**config.mk**
```make
export PLATFORM = sky130hd
export DESIGN_NAME = debounce_ctrl_flat
export DESIGN_NICKNAME = d
export VERILOG_FILES = /design/src/rtl/debounce_ctrl_if.sv /design/src/rtl/debounce_ctrl.sv /design/src/flat_wrapper.sv
export SDC_FILE = /design/constraint.sdc
export NUM_CORES = 1
export LEC_CHECK = 0
export ABC_AREA = 1
export ABC_CLOCK_PERIOD_IN_PS = 2500
export CAP_MARGIN = 20
export CORE_ASPECT_RATIO = 0.9
export CORE_MARGIN = 3
export CORE_UTILIZATION = 60
export DETAILED_ROUTE_END_ITERATION = 7
export PLACE_DENSITY = 0.78
export SLEW_MARGIN = 5
export SYNTH_ARGS = -nofsm -noshare
export SYNTH_HDL_FRONTEND = slang
export SYNTH_SLANG_ARGS = --single-unit
```
**constraint.sdc**
```tcl
create_clock -name clk -period 2.5 [get_ports clk]
set_input_delay 0.5 -clock clk [delete_from_list [all_inputs] [get_ports clk]]
set_output_delay 0.5 -clock clk [all_outputs]
set_load 0.005 [all_outputs]
```
**src/rtl/debounce_ctrl_if.sv**
```systemverilog
// ============================================================================
// Module   : debounce_ctrl_if
// Purpose  : Valid/ready command stream from the debounce controller to the
//            counter datapath.
// Revision : 1.0
// ============================================================================
`default_nettype none

interface debounce_ctrl_if;
  logic       cmd_valid;
  logic [1:0] cmd_id;
  logic       cmd_ready;

  modport master (output cmd_valid, output cmd_id, input cmd_ready);
  modport slave  (input cmd_valid, input cmd_id, output cmd_ready);
endinterface

`default_nettype wire

```
**src/rtl/debounce_ctrl.sv**
```systemverilog
// ============================================================================
// Module   : debounce_ctrl
// Purpose  : Shared m_tick generator, press/auto-repeat event detection and
//            round-robin command arbiter for four debounced buttons.
// Revision : 1.0
// ============================================================================
`default_nettype none

module debounce_ctrl #(
  parameter int TICK_DIV    = 1000000,
  parameter int REPEAT_DLY  = 50,
  parameter int REPEAT_RATE = 10
) (
  input  wire logic       clk,
  input  wire logic       reset,
  input  wire logic [3:0] btn_db,
  input  wire logic       repeat_en,
  output logic            m_tick,
  output logic            overrun,
  debounce_ctrl_if.master cmd
);

  localparam logic [23:0] C_TICK_LAST = 24'(TICK_DIV - 1);
  localparam logic [7:0]  C_DLY       = 8'(REPEAT_DLY);
  // Reload so each later repeat lands exactly REPEAT_RATE ticks after the last.
  localparam logic [7:0]  C_RELOAD    = 8'(REPEAT_DLY - REPEAT_RATE + 1);

  typedef enum logic [0:0] {
    S_IDLE  = 1'b0,
    S_ISSUE = 1'b1
  } state_t;

  logic [23:0] r_tick_cnt;
  logic        r_m_tick;
  logic [3:0]  r_btn_prev;
  logic [3:0]  r_pend;
  logic [7:0]  r_hold [4];
  logic        r_overrun;

  state_t      r_state, w_state_nx;
  logic        r_valid, w_valid_nx;
  logic [1:0]  r_id, w_id_nx;
  logic [1:0]  r_last, w_last_nx;

  logic [3:0]  w_rise;
  logic [3:0]  w_rep;
  logic [3:0]  w_evt;
  logic [3:0]  w_clr;
  logic [1:0]  w_pick;
  logic        w_found;

  always_ff @(posedge clk) begin
    if (reset) begin
      r_tick_cnt <= '0;
      r_m_tick   <= 1'b0;
    end else begin
      r_m_tick   <= (r_tick_cnt == C_TICK_LAST);
      r_tick_cnt <= (r_tick_cnt == C_TICK_LAST) ? '0 : r_tick_cnt + 24'd1;
    end
  end

  always_comb begin
    w_rise = btn_db & ~r_btn_prev;
    w_rep  = '0;
    for (int i = 0; i < 4; i++) begin
      w_rep[i] = repeat_en & r_m_tick & btn_db[i] & ~w_rise[i] & (r_hold[i] == C_DLY);
    end
    w_evt = w_rise | w_rep;
    w_clr = (r_valid & cmd.cmd_ready) ? (4'b0001 << r_id) : 4'b0000;
  end

  always_ff @(posedge clk) begin
    if (reset) begin
      r_btn_prev <= '0;
      r_pend     <= '0;
      r_overrun  <= 1'b0;
      for (int i = 0; i < 4; i++) begin
        r_hold[i] <= '0;
      end
    end else begin
      r_btn_prev <= btn_db;
      r_pend     <= w_evt | (r_pend & ~w_clr);
      r_overrun  <= r_overrun | (|(w_evt & r_pend & ~w_clr));
      for (int i = 0; i < 4; i++) begin
        if (!btn_db[i] || w_rise[i]) begin
          r_hold[i] <= '0;
        end else if (r_m_tick) begin
          if (w_rep[i]) begin
            r_hold[i] <= C_RELOAD;
          end else if (r_hold[i] != 8'hFF) begin
            r_hold[i] <= r_hold[i] + 8'd1;
          end
        end
      end
    end
  end

  // Round-robin: scan starting one past the last granted button.
  always_comb begin
    w_pick  = r_last + 2'd1;
    w_found = 1'b0;
    for (int k = 1; k <= 4; k++) begin
      if (!w_found && r_pend[2'(r_last + 2'(k))]) begin
        w_pick  = r_last + 2'(k);
        w_found = 1'b1;
      end
    end
  end

  always_comb begin
    w_state_nx = r_state;
    w_valid_nx = r_valid;
    w_id_nx    = r_id;
    w_last_nx  = r_last;
    case (r_state)
      S_IDLE: begin
        if (w_found) begin
          w_valid_nx = 1'b1;
          w_id_nx    = w_pick;
          w_state_nx = S_ISSUE;
        end
      end
      S_ISSUE: begin
        if (cmd.cmd_ready) begin
          w_valid_nx = 1'b0;
          w_last_nx  = r_id;
          w_state_nx = S_IDLE;
        end
      end
      default: begin
        w_valid_nx = 1'b0;
        w_state_nx = S_IDLE;
      end
    endcase
  end

  always_ff @(posedge clk) begin
    if (reset) begin
      r_state <= S_IDLE;
      r_valid <= 1'b0;
      r_id    <= 2'd0;
      r_last  <= 2'd3;
    end else begin
      r_state <= w_state_nx;
      r_valid <= w_valid_nx;
      r_id    <= w_id_nx;
      r_last  <= w_last_nx;
    end
  end

  assign m_tick        = r_m_tick;
  assign overrun       = r_overrun;
  assign cmd.cmd_valid = r_valid;
  assign cmd.cmd_id    = r_id;

endmodule

`default_nettype wire

```
**src/flat_wrapper.sv**
```systemverilog
// flat-port wrapper written by rule: the top's interface ports become plain ports
module debounce_ctrl_flat 
#(
  parameter int TICK_DIV    = 1000000,
  parameter int REPEAT_DLY  = 50,
  parameter int REPEAT_RATE = 10
)
  (clk, reset, btn_db, repeat_en, m_tick, overrun, cmd_cmd_valid, cmd_cmd_id, cmd_cmd_ready);
  debounce_ctrl_if cmd_i ();
  input  wire logic clk;
  input  wire logic reset;
  input  wire logic [3:0] btn_db;
  input  wire logic repeat_en;
  output logic m_tick;
  output logic overrun;
  output wire logic [$bits(cmd_i.cmd_valid)-1:0] cmd_cmd_valid;
  output wire logic [$bits(cmd_i.cmd_id)-1:0] cmd_cmd_id;
  input wire logic [$bits(cmd_i.cmd_ready)-1:0] cmd_cmd_ready;
  assign cmd_cmd_valid = cmd_i.cmd_valid;
  assign cmd_cmd_id = cmd_i.cmd_id;
  assign cmd_i.cmd_ready = cmd_cmd_ready;
  debounce_ctrl #(.TICK_DIV(TICK_DIV), .REPEAT_DLY(REPEAT_DLY), .REPEAT_RATE(REPEAT_RATE)) u_core (.clk(clk), .reset(reset), .btn_db(btn_db), .repeat_en(repeat_en), .m_tick(m_tick), .overrun(overrun), .cmd(cmd_i));
endmodule
```
## Yosys cells after proc, flatten, opt, wreduce, memory -nomap -nowiden

Memory sizes are Yosys's and may differ from the RTL's.
Index checks and enable logic that the tools add are counted.

- Register bits after elaboration: 40
- Bits in writable memories: 32
- Input bits: 8
- Output and inout port bits: 5
- Word-level logic and storage cells: 185
- Memories: 1

- Add/subtract/negate cells: 8
- $lt $le $gt $ge: 4
- Equality and inequality tests: 11
- Shifts and indexed selects: 1
- Muxes and demuxes: 92
- Bitwise operators: 40
- Reductions and logical operators: 19

Memories:

| memory | depth | width | rd ports | clocked after Yosys merged registers in | wr ports | RTL line | RTL |
|---|---|---|---|---|---|---|---|
| u_core.r_hold | 4 | 8 | 4 | 0 | 4 | debounce_ctrl.sv:37 | `logic [7:0] r_hold [4];` |

Operators by type and width:

| operator | number |
|---|---|
| $mux W8 | 12 |
| $mux W1 | 70 |
| $add A8 B1 Y8 const B | 4 |
| $eq A8 B6 Y1 const B | 4 |
| $ne A8 B8 Y1 const B | 4 |
| $add A24 B1 Y24 const B | 1 |
| $eq A24 B20 Y1 const B | 1 |
| $and A4 B4 Y4 | 4 |
| $and A1 B1 Y1 | 14 |
| $or A1 B1 Y1 | 13 |
| $lt A2 B3 Y1 const B | 4 |
| $bmux W1 S2 | 4 |
| $not A4 Y4 | 2 |
| $or A4 B4 Y4 | 2 |
| $logic_not A1 Y1 | 7 |
| $mux W2 | 3 |
| $reduce_and A2 Y1 | 3 |
| $not A1 Y1 | 5 |
| $add A2 B2 Y2 const B | 2 |
| $logic_or A1 B1 Y1 | 4 |
| $mux W4 | 1 |
| $pmux W1 S2 | 2 |
| $reduce_or A4 Y1 | 1 |
| $shl A1 B2 Y4 const A | 1 |
| other kinds (5) | 7 |

## Longest topological paths before layout

Gate-level depths: netlist (run 1).

- Depth in word-level cells: 15
- Mapped depth: 13
- Mapped depth without buffers: 12

## Worst setup path after synthesis (run 1)

OpenSTA, ideal clock, no wires.

- Kind: in2reg
- Start: input port reset
- End: memory u_core.r_hold[0][0], enable pin
- Setup time: 340 ps
- Arrival time: 1,515 ps
- Required time: 2,160 ps
- Setup slack: 645 ps
- Cell stages on the path: 8
- Path buffers: 1
- Path through: buf_4 -> inv_2 -> nand2_1 -> nor2_1 -> nand2_1 -> a31oi_1 -> inv_2 -> nand4_1

RTL lines:

| item | RTL line | RTL |
|---|---|---|
| from (decl) | flat_wrapper.sv:11 | `input wire logic reset;` |
| to (decl) | debounce_ctrl.sv:37 |  |

## Final worst setup path (run 1)

- Start: register u_core.r_tick_cnt[0]
- End: register u_core.r_tick_cnt[2]

- Cells in the longest elaborated chain, start to end: 2
- Elaborated cells between the ends (all ways): 3
- Classes of those cells: add/sub: 1; eq/ne: 1; reduce/logical: 1

RTL lines:

| item | RTL line | RTL |
|---|---|---|
| from (decl) | debounce_ctrl.sv:33 | `logic [23:0] r_tick_cnt;` |
| from (signal assigned) | debounce_ctrl.sv:58 | `r_tick_cnt <= (r_tick_cnt == C_TICK_LAST) ? '0 : r_tick_cnt + 24'd1;` |
| parallel branches: the longest is 2 deep, another holds $add A24 B1 Y24 | -- |  |

Several ways; the timed one is not identified.
A chain may end at the register's enable or synchronous reset.

==> results of run 1 <==
[logic make-up after synthesis]
logic type      after synthesis  synth area share
fa+ha+maj                     9            0.0278
buf+inv                      79            0.0804
flops                        72             0.436
compound gates               53            0.0724
xor+xnor                     12            0.0260
simple gates                312             0.358
[power groups by stage]
stage,Clock [mW],Sequential (mW),Combinational (mW)
2_1_floorplan,0,1.33,0.215
3_3_place_gp,0,1.35,0.282
3_5_place_dp,0,1.35,0.290
4_1_cts,0.874,1.32,0.292
5_1_grt,0.917,1.33,0.334
6_report,0.850,1.32,0.291
[stage by stage]
step / instances / power, mW / utilization / cell area (sq um)
CTS: 652 / 2.49 / 0.704 / 4450
global route: 652 / 2.58 / 0.704 / 4450
finish: 652 / 2.46 / 0.704 / 4450
floorplan: 537 / 1.55 / - / 4040
global placement: 636 / 1.63 / 0.675 / 4270
detailed placement: 636 / 1.64 / 0.675 / 4270
[registers in the layout, summed over array words and instances, names as in the netlist]
name,flops
u_core.cmd.cmd_valid,1
u_core.r_pend,4
u_core.r_state,1
u_core.r_last,2
u_core.cmd.cmd_id,2
u_core.r_tick_cnt,24
u_core.r_btn_prev,4
u_core.overrun,1
u_core.r_hold,32
u_core.m_tick,1
[final cells by class]
| class | count | area [sq um] |
|---|---|---|
| well taps | 87 | 109 |
| flip-flops and latches | 72 | 1760 |
| multi-input cells | 386 | 1960 |
| inverters | 74 | 280 |
| fillers | 529 | 1870 |
| repair buffers | 17 | 158 |
| clock buffers | 11 | 141 |
| clock inverters | 5 | 38.8 |
[critical path, delay by kind of cell, from the launching register on]
| kind | cells | cell delay (ns) |
|---|---|---|
| simple gates | 6 | 1.22 |
| flops | 1 | 0.43 |
| fa+ha+maj | 1 | 0.25 |
| buf+inv | 1 | 0.07 |
[layout by cell type, fill, tap and decap left out, types with 2 or more instances in the layout]
cell type,n
nor3b_1,5
inv_2,8
o21ai_0,17
or2_0,5
nor4_2,2
clkinv_4,2
or2_2,8
xor2_1,9
nor2_2,3
ha_1,9
o211ai_1,2
inv_4,3
inv_1,65
nor2_4,3
nand2_2,9
a21oi_1,25
a31oi_1,5
nor2_1,71
edfxtp_1,32
nor4_1,4
nand3b_1,5
nand2_1,128
buf_4,5
nor3_1,18
nand3_1,29
nand4_1,17
xnor2_1,3
dfxtp_1,40
clkbuf_8,10
nor3_2,2
clkdlybuf4s50_1,12
[metal layers]
layer | routed length [um] | global-route usage
met3 | 487 | 0.0595
met2 | 3990 | 0.381
met4 | 153 | 0.0675
met5 | 0 | 0
met1 | 3700 | 0.292
[final timing paths]
path | startpoint | endpoint | cells past startpoint
max | u_core.r_tick_cnt[0] | u_core.r_tick_cnt[2] | 8
min | u_core.cmd.cmd_valid | u_core.cmd.cmd_valid | 2
max reg2reg | u_core.r_tick_cnt[0] | u_core.r_tick_cnt[2] | 8
min reg2reg | u_core.cmd.cmd_valid | u_core.cmd.cmd_valid | 2
==> flow_summary.json, run 1 <==
{
  "holdBufCountCts": 0,
  "portBuffers": 12,
  "max_stage_delay_ns": 0.43,
  "core-area_sq_um": 6320,
  "status": "finished, final reports clean",
  "hpwlAfterDp_mm": 6.22,
  "ant_nets": 0,
  "place_ws_ns": 0.101,
  "ys_warn_count": 0,
  "hold_class": "reg -> reg",
  "vias": 3519,
  "comb_power_share": 0.118,
  "via_per_inst": 5.40,
  "slowest_stage": "dfxtp_1",
  "crit_fanout": 23,
  "clkPwrFrac": 0.345,
  "relSlewSlack": 0.688,
  "hold-worst-slack_ns": 0.498,
  "worst_slew_pin_slew_ns": 0.467,
  "wl_per_cell_um": 12.8,
  "setup_ws_ns": 0.391,
  "p_leak_nw": 1.75,
  "final_layout_size_suffix_gt1_frac": 0.104,
  "hold_viol": 0,
  "synthArstFlopShare": 0,
  "cts.sinks": 72,
  "rsz0062_at_grt": "no",
  "critPathKind": "reg -> reg",
  "p_int_mw": 1.78,
  "overflow": 0,
  "clk_pin_slew_worst_paths_ns": 0.08,
  "n_antenna_cell": 0,
  "min_period_over_period": 0.843,
  "dr.pass1.iters": 5,
  "synth-edff-count": 32,
  "clk_path_buf_depth": 2,
  "synthesis.nets": 554,
  "io_pins": 13,
  "cts_tree": "done",
  "areaGrowthSynthToFinish_pct": 9.93,
  "post_cts_buffers": 0,
  "htreeDepth": 3,
  "track_usage": 0.229,
  "ys_ff_latch": 72,
  "clk-insertion-delay-late_ns": 0.35,
  "worst_ep_arrival_time_ns": 2.33,
  "finClkSkew_ns": 0.0114,
  "root_buffer": "clkbuf_8",
  "grt_pass1_vias": 3278,
  "synthTopCellsByArea": "edfxtp_1, dfxtp_1, nand2_1",
  "fmax_mhz": 474,
  "synth.most_common_cell": "nand2_1",
  "finalSetupViolCount": 0,
  "worst_ir_drop_vdd_mv": 0.433,
  "antenna_found_initial": 0,
  "ys_top_cells_by_count": "nand2_1, nor2_1, inv_1",
  "start_util": 0.640,
  "drv_cap": 0,
  "die_area_sq_um": 7760,
  "slew_violations": 0,
  "crit_required_ns": 2.72,
  "power_frac_seq": 0.537,
  "critPathMostFrequentCell": "nand2_2",
  "drt_iter0_drc": 217,
  "drc": 0,
  "cts_inserted_buffers": 9,
  "rrSetupSlack_ns": 0.39,
  "setup_tns_ns": 0,
  "die_x_um": 92.5,
  "syn_area_per_cell_sq_um": 7.53,
  "period_minus_slack_ns": 2.11,
  "wl_mm": 8.33,
  "synth_top_area_cell": "edfxtp_1",
  "grt_pass1_wl_mm": 14.5,
  "cp-end-kind": "flop",
  "switching_share": 0.277,
  "synth_area_sq_um": 4040,
  "grt_max_degree": 24,
  "synth_cells": 537,
  "fin_nets": 577,
  "globalplace.congestion": 0.936,
  "switchingPower_uw": 681,
  "synthFlopType": "dfxtp_1",
  "synth.distinct_cells": 37,
  "synth_seq_area_share": 0.436,
  "postCtsResizedCells": 0,
  "power_density_nw_per_um2": 554,
  "fp.dieH_um": 83.9,
  "path_cells": "ha_1 -> nand2_2 -> nor2_4 -> inv_2 -> nor4_2 -> nand4_1 -> nand2_2 -> nor3_1",
  "start_kind": "flop",
  "synth_top_area_share": 0.238,
  "row_count": 27
}
Note: power is estimated with default switching activity, not from simulation.
==> run 2, diff against run 1 <==
ABC_CLOCK_PERIOD_IN_PS = 2200   (was 2500)
clock period = 2.2 ns   (was 2.5 ns; I/O delays follow)
==> run 2 against run 1 <==
  * Routed wire length grew 0.85%
  * Setup slack worse by 0.096 ns
  * Worst hold slack got worse by 0.012 ns
  * Register-to-register slack worse by 0.096 ns
  * Highest routed layer unchanged
  * Global-route usage rose by 0.16 points
  * Critical endpoint is now u_core.r_hold[0][0]
  * Critical path type unchanged
  * Cell count rose by 1.1%
  * Sequential share of layout area is 0.94 points lower
  * Power up 23%
  * Design area grew 2.4%
  * Core utilization grew 1.7 points
==> flow_summary.json, run 2 (same netlist as run 1, synthesis figures left out) <==
{
  "start_kind": "flop",
  "ant_nets": 0,
  "path_cells": "ha_1 -> nand2_1 -> nor2_1 -> inv_1 -> nor2_1 -> a31oi_1 -> inv_2 -> nand4_1 -> buf_4",
  "final_layout_size_suffix_gt1_frac": 0.115,
  "worst_slew_pin_slew_ns": 0.403,
  "wl_per_cell_um": 12.7,
  "grt_pass1_vias": 3313,
  "portBuffers": 12,
  "slowest_stage": "edfxtp_1",
  "vias": 3552,
  "core-area_sq_um": 6320,
  "power_density_nw_per_um2": 663,
  "globalplace.congestion": 0.957,
  "die_x_um": 92.5,
  "worst_ir_drop_vdd_mv": 0.386,
  "cts_tree": "done",
  "grt_max_degree": 15,
  "start_util": 0.640,
  "finalSetupViolCount": 0,
  "final_cell_mix": "nand2_1, nor2_1, inv_1, dfxtp_1, edfxtp_1",
  "min_period_over_period": 0.866,
  "fmax_mhz": 525,
  "period_minus_slack_ns": 1.90,
  "fp.dieH_um": 83.9,
  "layout_commonest_cell": "nand2_1",
  "hpwlAfterDp_mm": 6.29,
  "post_cts_buffers": 0,
  "ff_latch_area_sq_um": 1760,
  "drc": 0,
  "io_pins": 13,
  "status": "finished, final reports clean",
  "wl_mm": 8.40,
  "clk-insertion-delay-late_ns": 0.35,
  "hold_viol": 0,
  "cts_inserted_buffers": 9,
  "setup_tns_ns": 0,
  "critPathBufInv": 3,
  "slew_violations": 0,
  "crit_family": "flip-flops",
  "top_register": "u_core.r_hold",
  "worst_ep_arrival_time_ns": 1.96,
  "root_buffer": "clkbuf_8",
  "critPathKind": "reg -> reg",
  "drv_cap": 0,
  "overflow": 0,
  "max_stage_delay_ns": 0.43,
  "finClkSkew_ns": 0.00730,
  "fillers": 514,
  "p_leak_nw": 1.81,
  "clk_pin_slew_worst_paths_ns": 0.07,
  "track_usage": 0.230,
  "areaGrowthSynthToFinish_pct": 12.6,
  "crit_fanout": 8,
  "clk_path_buf_depth": 2,
  "cts.sinks": 72,
  "relSlewSlack": 0.729,
  "cp-end-kind": "flop",
  "postCtsResizedCells": 0,
  "fin_nets": 584,
  "drt_iter0_drc": 226,
  "n_antenna_cell": 0,
  "rsz0062_at_grt": "no",
  "hold_class": "reg -> reg",
  "grt_pass1_wl_mm": 14.6,
  "critPathMostFrequentCell": "nor2_1",
  "row_count": 27,
  "htreeDepth": 3,
  "holdBufCountCts": 0,
  "reg.largest.list": "u_core.r_hold: 32 flops, u_core.r_tick_cnt: 24 flops",
  "largest_register_ffs": 32,
  "multi_input_area_sq_um": 1960,
  "crit_required_ns": 2.26,
  "die_area_sq_um": 7760,
  "antenna_found_initial": 0,
  "dr.pass1.iters": 5,
  "via_per_inst": 5.39,
  "hold-worst-slack_ns": 0.485
}
-- run 2: changes by cell type in the layout (fill, tap and decap cells not counted) --
cell,before,now
buf_4,5,12
inv_4,3,1
clkinv_4,2,1
inv_6,1,0
clkinv_2,0,1
bufinv_16,0,1
clkbuf_16,0,2
-- run 2: area by class of cell --
| cell class | count | share of cell area |
|---|---|---|
| Multi-Input combinational cell | 386 | 0.430 |
| Sequential cell | 72 | 0.387 |
| Inverter | 74 | 0.0616 |
| Timing Repair Buffer | 24 | 0.0462 |
| Clock buffer | 13 | 0.0420 |
| Tap cell | 87 | 0.0239 |
| Clock inverter | 3 | 0.00962 |
-- run 2: power breakdown --
group | switching (mW) | leakage [nW] | total (mW) | internal (mW)
Clock | 0.487 | 0.120 | 1.18 | 0.693
Sequential | 0.0609 | 0.710 | 1.50 | 1.44
Combinational | 0.199 | 0.978 | 0.336 | 0.137
-- run 2: path summary, 6_finish.rpt --
| check | from | endpoint | slack, ns | cells past startpoint |
|---|---|---|---|---|
| worst max-delay path | u_core.r_hold[0][0] | u_core.r_hold[0][0] | 0.30 | 9 |
| worst min-delay path | u_core.r_tick_cnt[23] | u_core.r_tick_cnt[23] | 0.49 | 2 |
| worst max register to register | u_core.r_hold[0][0] | u_core.r_hold[0][0] | 0.30 | 9 |
| worst min register to register | u_core.r_tick_cnt[23] | u_core.r_tick_cnt[23] | 0.49 | 2 |
-- run 2: routing by layer --
layer | GRT usage | part of all wire
met1 | 0.297 | 0.46
met2 | 0.370 | 0.46
met3 | 0.0595 | 0.049
met4 | 0.0891 | 0.030
met5 | 0 | 0
-- run 2: per-stage QoR --
step / area (sq um) / util / worst slack [ns] / total power [mW] / instances
floorplan: 4040 / - / 0.405 / 1.76 / 537
global placement: 4320 / 0.684 / 0.0818 / 1.86 / 643
detailed placement: 4320 / 0.684 / 0.0154 / 1.87 / 643
CTS: 4550 / 0.721 / 0.282 / 3.05 / 659
global route: 4550 / 0.721 / 0.112 / 3.15 / 659
finish: 4550 / 0.721 / 0.295 / 3.02 / 659
-- run 2: worst reg2reg max path, delay by kind of cell, from the launching register on --
family          cells  cell delay [ns]
compound gates      1             0.32
fa+ha+maj           1             0.24
buf+inv             3             0.33
flops               1             0.43
simple gates        4             0.30
==> RTL change 1 (settings of run 1) <==
Register the input `btn_db` before use, with the module's reset. The logic sees it one clock later. The other inputs are not delayed to match.
--- a/src/rtl/debounce_ctrl.sv
+++ b/src/rtl/debounce_ctrl.sv
@@ -31,4 +31,14 @@
   } state_t;
 
+  logic [3:0] btn_db_q;
+
+  always_ff @(posedge clk) begin
+    if (reset) begin
+      btn_db_q <= '0;
+    end else begin
+      btn_db_q <= btn_db;
+    end
+  end
+
   logic [23:0] r_tick_cnt;
   logic        r_m_tick;
@@ -61,8 +71,8 @@
 
   always_comb begin
-    w_rise = btn_db & ~r_btn_prev;
+    w_rise = btn_db_q & ~r_btn_prev;
     w_rep  = '0;
     for (int i = 0; i < 4; i++) begin
-      w_rep[i] = repeat_en & r_m_tick & btn_db[i] & ~w_rise[i] & (r_hold[i] == C_DLY);
+      w_rep[i] = repeat_en & r_m_tick & btn_db_q[i] & ~w_rise[i] & (r_hold[i] == C_DLY);
     end
     w_evt = w_rise | w_rep;
@@ -79,9 +89,9 @@
       end
     end else begin
-      r_btn_prev <= btn_db;
+      r_btn_prev <= btn_db_q;
       r_pend     <= w_evt | (r_pend & ~w_clr);
       r_overrun  <= r_overrun | (|(w_evt & r_pend & ~w_clr));
       for (int i = 0; i < 4; i++) begin
-        if (!btn_db[i] || w_rise[i]) begin
+        if (!btn_db_q[i] || w_rise[i]) begin
           r_hold[i] <= '0;
         end else if (r_m_tick) begin
Formal check against the unedited RTL: not equivalent (Yosys sat finds a counterexample within 4 cycles, from zero or initial values and one cycle with reset high).
==> RTL change 1 against run 1 <==
Power rose by 8.8%. Area after synthesis rose by 4.2%. Sequential cell count rose by 4. First-iteration DRC count fell by 5.1%. Design area rose by 4.8%. Setup slack improved by 55 ps. Combinational power rose by 27%. Clock power rose by 10%. Critical path depth did not move. Count of clock-buffer cells in the layout rose by 1. Hold slack got worse by 46 ps. Routed wire length rose by 3.9%. Critical path type unchanged.
==> RTL change 1: results (changes against run 1) <==
Detailed routing
  – Avg WL per Cell: 12.85 um (was 12.77 um)
  – Initial drt markers: 206 (was 217)
  – DR vias/cell: 5.325 (was 5.397)
  – Via count: 3584 (was 3519)

Critical path
  – CP Data Arrival Time: 2030 ps (was 2330 ps)
  – R2r worst-path depth: 8 (unchanged)
  – Setup slack, reg-to-reg: 450 ps (was 390 ps)
  – CP max stage cell: edfxtp_1 (was dfxtp_1)
  – Worst r2r src: u_core.r_hold[3][0] (was u_core.r_tick_cnt[0])
  – Reg2Reg Capture Point: u_core.r_hold[3][7] (was u_core.r_tick_cnt[2])

CTS
  – CTS buffer count: 9 (unchanged)

Placement
  – Cells after DPL: 657 (was 636)
  – Dpl hpwl: 6536 um (was 6219 um)
  – Placer Congestion: 0.8695 (was 0.9361)
  – Post-DP Area: 0.004463 mm^2 (was 0.004265 mm^2)

Timing
  – Hold WS: 451.8 ps (was 497.9 ps)
  – Final Skew: 10.05 ps (was 11.41 ps)
  – Worst slew margin: 0.7005 (was 0.6878)

Synthesis
  – Synth top cells by count: nand2_1 (126), nor2_1 (80), inv_1 (69) (was nand2_1 (128), nor2_1 (71), inv_1 (65))
  – Syn Nets: 570 (was 554)
  – Synth Area in Compound Gates: 0.07395 (was 0.07240)
  – Area contributors post-synth: edfxtp_1 (23%), dfxtp_1 (21%), nand2_1 (11%) (was edfxtp_1 (24%), dfxtp_1 (20%), nand2_1 (12%))
  – Post-Synth XOR/XNOR Area: 0.03326 (was 0.02599)
  – Sequential area share after synthesis: 0.4372 (was 0.4356)
  – Netlist cell types: 42 (was 37)
  – Post-Synthesis Cells: 553 (was 537)

Floorplanning
  – Die width: 94.33 um (was 92.54 um)

Pwr
  – VDD IR-drop max: 0.0004064 V (was 0.0004327 V)
  – Static leakage: 1.915 nW (was 1.752 nW)

Worst hold path
  – Worst Hold End: u_core.r_btn_prev[0] (was u_core.cmd.cmd_valid)
  – Worst hold start: u_core.btn_db_q[0] (was u_core.cmd.cmd_valid)

Global routing
  – Number of global-route vias before repair: 3409 (was 3278)
  – Total GRT Usage: 0.2363 (was 0.2288)
  – Largest net degree at the start of global routing: 25 (was 24)
  – First-pass GRT wire length: 15090 um (was 14500 um)

Status
  – Status: finished, final reports clean (unchanged)

Finish
  – # fillers: 566 (was 529)
  – Share of cells above drive strength 1: 0.1081 (was 0.1044)
RTL change 1: final cells by class:
type,instances,area share
Tap cell,90,0.02418
Clock inverter,4,0.01048
Timing Repair Buffer,20,0.03869
Inverter,76,0.06126
Clock buffer,12,0.03117
Sequential cell,76,0.3955
Multi-Input combinational cell,395,0.4387
RTL change 1: worst reg2reg max path: stages, from the launching register on:
cell,delay [ps]
edfxtp_1,420
ha_1,200
nand2_1,70
nor2_1,100
inv_1,80
nor2_1,130
nand2_1,110
o211ai_2,180
nand4_1,380
RTL change 1: kinds of logic (layout without fill, tap and decap cells):
family | after synthesis | in the layout
buffers and inverters | 82 | 112
AO/OA/AOI/OAI | 54 | 54
adder cells (fa/ha/maj) | 9 | 9
flip-flops | 76 | 76
AND/OR/NAND/NOR | 316 | 316
XOR/XNOR | 16 | 16
RTL change 1: metal layers:
metal  track usage  up-vias  wire (um)
li1              -     1850          -
met1        0.3210     1619       4071
met2        0.3750      100       4013
met3       0.05263       15        450
met4       0.08136        0        115
met5             0        -          0
RTL change 1: how the worst max path moves through the flow:
stage,from,slack (ps),end
floorplan,u_core.r_hold[3][0],650,u_core.r_hold[3][0]
CTS,u_core.r_hold[3][0],410,u_core.r_hold[3][7]
global placement,reset,240,u_core.r_hold[2][1]
finish,u_core.r_hold[3][0],450,u_core.r_hold[3][7]
global route,u_core.r_hold[3][0],230,u_core.r_hold[3][7]
detailed placement,reset,170,u_core.r_hold[2][2]
RTL change 1: through the flow:
stage,util,worst slack [ps]
final,0.6960,446.7
after global placement,0.6670,236.8
after global routing,0.6960,232.1
after CTS,0.6960,412.6
after floorplan,-,653.8
after detailed placement,0.6670,174.5
RTL change 1: where the power goes:
group	switching (W)	total [W]	internal, W
registers	0.0000450	0.00137	0.00133
clock network	0.000447	0.000937	0.000490
logic	0.000226	0.000370	0.000143
total	0.000718	0.00268	0.00196
==> RTL change 2 (flow settings as in run 1) <==
Made on the original files. `REPEAT_DLY` is set to 50 in 2 places; all go to 25.
--- a/src/rtl/debounce_ctrl.sv
+++ b/src/rtl/debounce_ctrl.sv
@@ -9,5 +9,5 @@
 module debounce_ctrl #(
   parameter int TICK_DIV    = 1000000,
-  parameter int REPEAT_DLY  = 50,
+  parameter int REPEAT_DLY  = 25,
   parameter int REPEAT_RATE = 10
 ) (
--- a/src/flat_wrapper.sv
+++ b/src/flat_wrapper.sv
@@ -3,5 +3,5 @@
 #(
   parameter int TICK_DIV    = 1000000,
-  parameter int REPEAT_DLY  = 50,
+  parameter int REPEAT_DLY  = 25,
   parameter int REPEAT_RATE = 10
 )
Function: same outputs for any inputs over 10 cycles, from zero or initial values and one cycle with reset high; that may be too few to reach the edited logic, so the function may still have changed.
==> RTL change 2 against run 1 <==
Die area is 1.1% lower. Area after synthesis is 1.1% lower. Power is 4.5% higher. Sequential cell count stayed put. Design area stayed put. Clock skew is 2.5 ps lower. Setup slack worse by 46 ps. Routed wire length is 3.4% lower. Critical endpoint is now u_core.r_hold[0][4].
==> RTL change 2: results (changes against run 1) <==
Status
  – Status: finished, final reports clean (unchanged)

Detailed routing
  – Avg WL per Cell: 12.49 um (was 12.77 um)
  – Via count: 3405 (was 3519)
  – Initial drt markers: 230 (was 217)

Synthesis
  – Syn Nets: 546 (was 554)
  – Netlist cell types: 39 (was 37)
  – Sequential area share after synthesis: 0.4407 (was 0.4356)
  – Area contributors post-synth: edfxtp_1 (24%), dfxtp_1 (20%), nand2_1 (11%) (was edfxtp_1 (24%), dfxtp_1 (20%), nand2_1 (12%))

Finish
  – Share of cells above drive strength 1: 0.08079 (was 0.1044)
  – Final #Nets: 569 (was 577)

Critical path
  – CP max stage cell: edfxtp_1 (was dfxtp_1)
  – Crit path max fanout: 8 (was 23)
  – CP Data Arrival Time: 2150 ps (was 2330 ps)
  – Setup slack, reg-to-reg: 350 ps (was 390 ps)
  – Reg2Reg Capture Point: u_core.r_hold[0][4] (was u_core.r_tick_cnt[2])
  – Worst r2r src: u_core.r_hold[0][0] (was u_core.r_tick_cnt[0])

Placement
  – Post-DP Area: 0.004234 mm^2 (was 0.004265 mm^2)
  – Placer Congestion: 0.8187 (was 0.9361)
  – Dpl hpwl: 6033 um (was 6219 um)

Pwr
  – Pwr/cell area: 579.0 mW/mm^2 (was 554.0 mW/mm^2)
  – NetSw: 0.0006408 W (was 0.0006815 W)

Global routing
  – Total GRT Usage: 0.2277 (was 0.2288)
  – Largest net degree at the start of global routing: 14 (was 24)

Worst hold path
  – Worst hold start: u_core.r_tick_cnt[0] (was u_core.cmd.cmd_valid)
  – Hold Path Depth: 1 (was 2)
  – Worst Hold End: u_core.r_tick_cnt[0] (was u_core.cmd.cmd_valid)

Timing
  – Slew of the pin with the lowest slew margin: 468.9 ps (was 466.6 ps)
  – Hold WS: 452.7 ps (was 497.9 ps)
## RTL change 2: changes by cell type in the layout (fill, tap and decap cells not counted), moves of 6 or more
cell and delta:
a21oi_1 -7, inv_1 +11, nand2_1 -8, nor2_1 +7, or2_2 -6, xor2_1 +7
## RTL change 2: layer usage
metal | routed length, um | track usage | vias to the layer above
met4 | 133 | 0.08907 | 0
met5 | 0 | 0 | -
li1 | - | - | 1765
met2 | 3913 | 0.3906 | 66
met1 | 3664 | 0.2802 | 1563
met3 | 330 | 0.04620 | 11
## RTL change 2: power by group through the flow
stage | clock network, W | logic (W) | registers [W]
after floorplan | 0 | 0.000201 | 0.00132
after global placement | 0 | 0.000265 | 0.00134
after detailed placement | 0 | 0.000275 | 0.00134
after CTS | 0.00100 | 0.000277 | 0.00131
after global routing | 0.00105 | 0.000315 | 0.00132
final | 0.000985 | 0.000277 | 0.00131
## RTL change 2: stage by stage
stage,power (W),cells,worst slack [ps]
2_1_floorplan,0.001524,529,677.6
3_3_place_gp,0.001602,628,151.1
3_5_place_dp,0.001613,628,69.82
4_1_cts,0.002592,644,342.2
5_1_grt,0.002681,644,110.3
6_report,0.002574,644,345.6
## RTL change 2: cell type report
| type | instances | share of cell area |
|---|---|---|
| multi-input cells | 371 | 0.4270 |
| flip-flops and latches | 72 | 0.3963 |
| inverters | 80 | 0.06755 |
| repair buffers | 18 | 0.03715 |
| clock buffers | 10 | 0.02871 |
| well taps | 87 | 0.02449 |
| clock inverters | 6 | 0.01886 |
## RTL change 2: cell families after synthesis
kind of cell             after synthesis  synth area share
AO/OA/AOI/OAI                         52           0.07668
XOR/XNOR                              18           0.03944
adder cells (fa/ha/maj)                9           0.02817
buffers and inverters                 86           0.08451
flip-flops                            72            0.4407
AND/OR/NAND/NOR                      292            0.3305
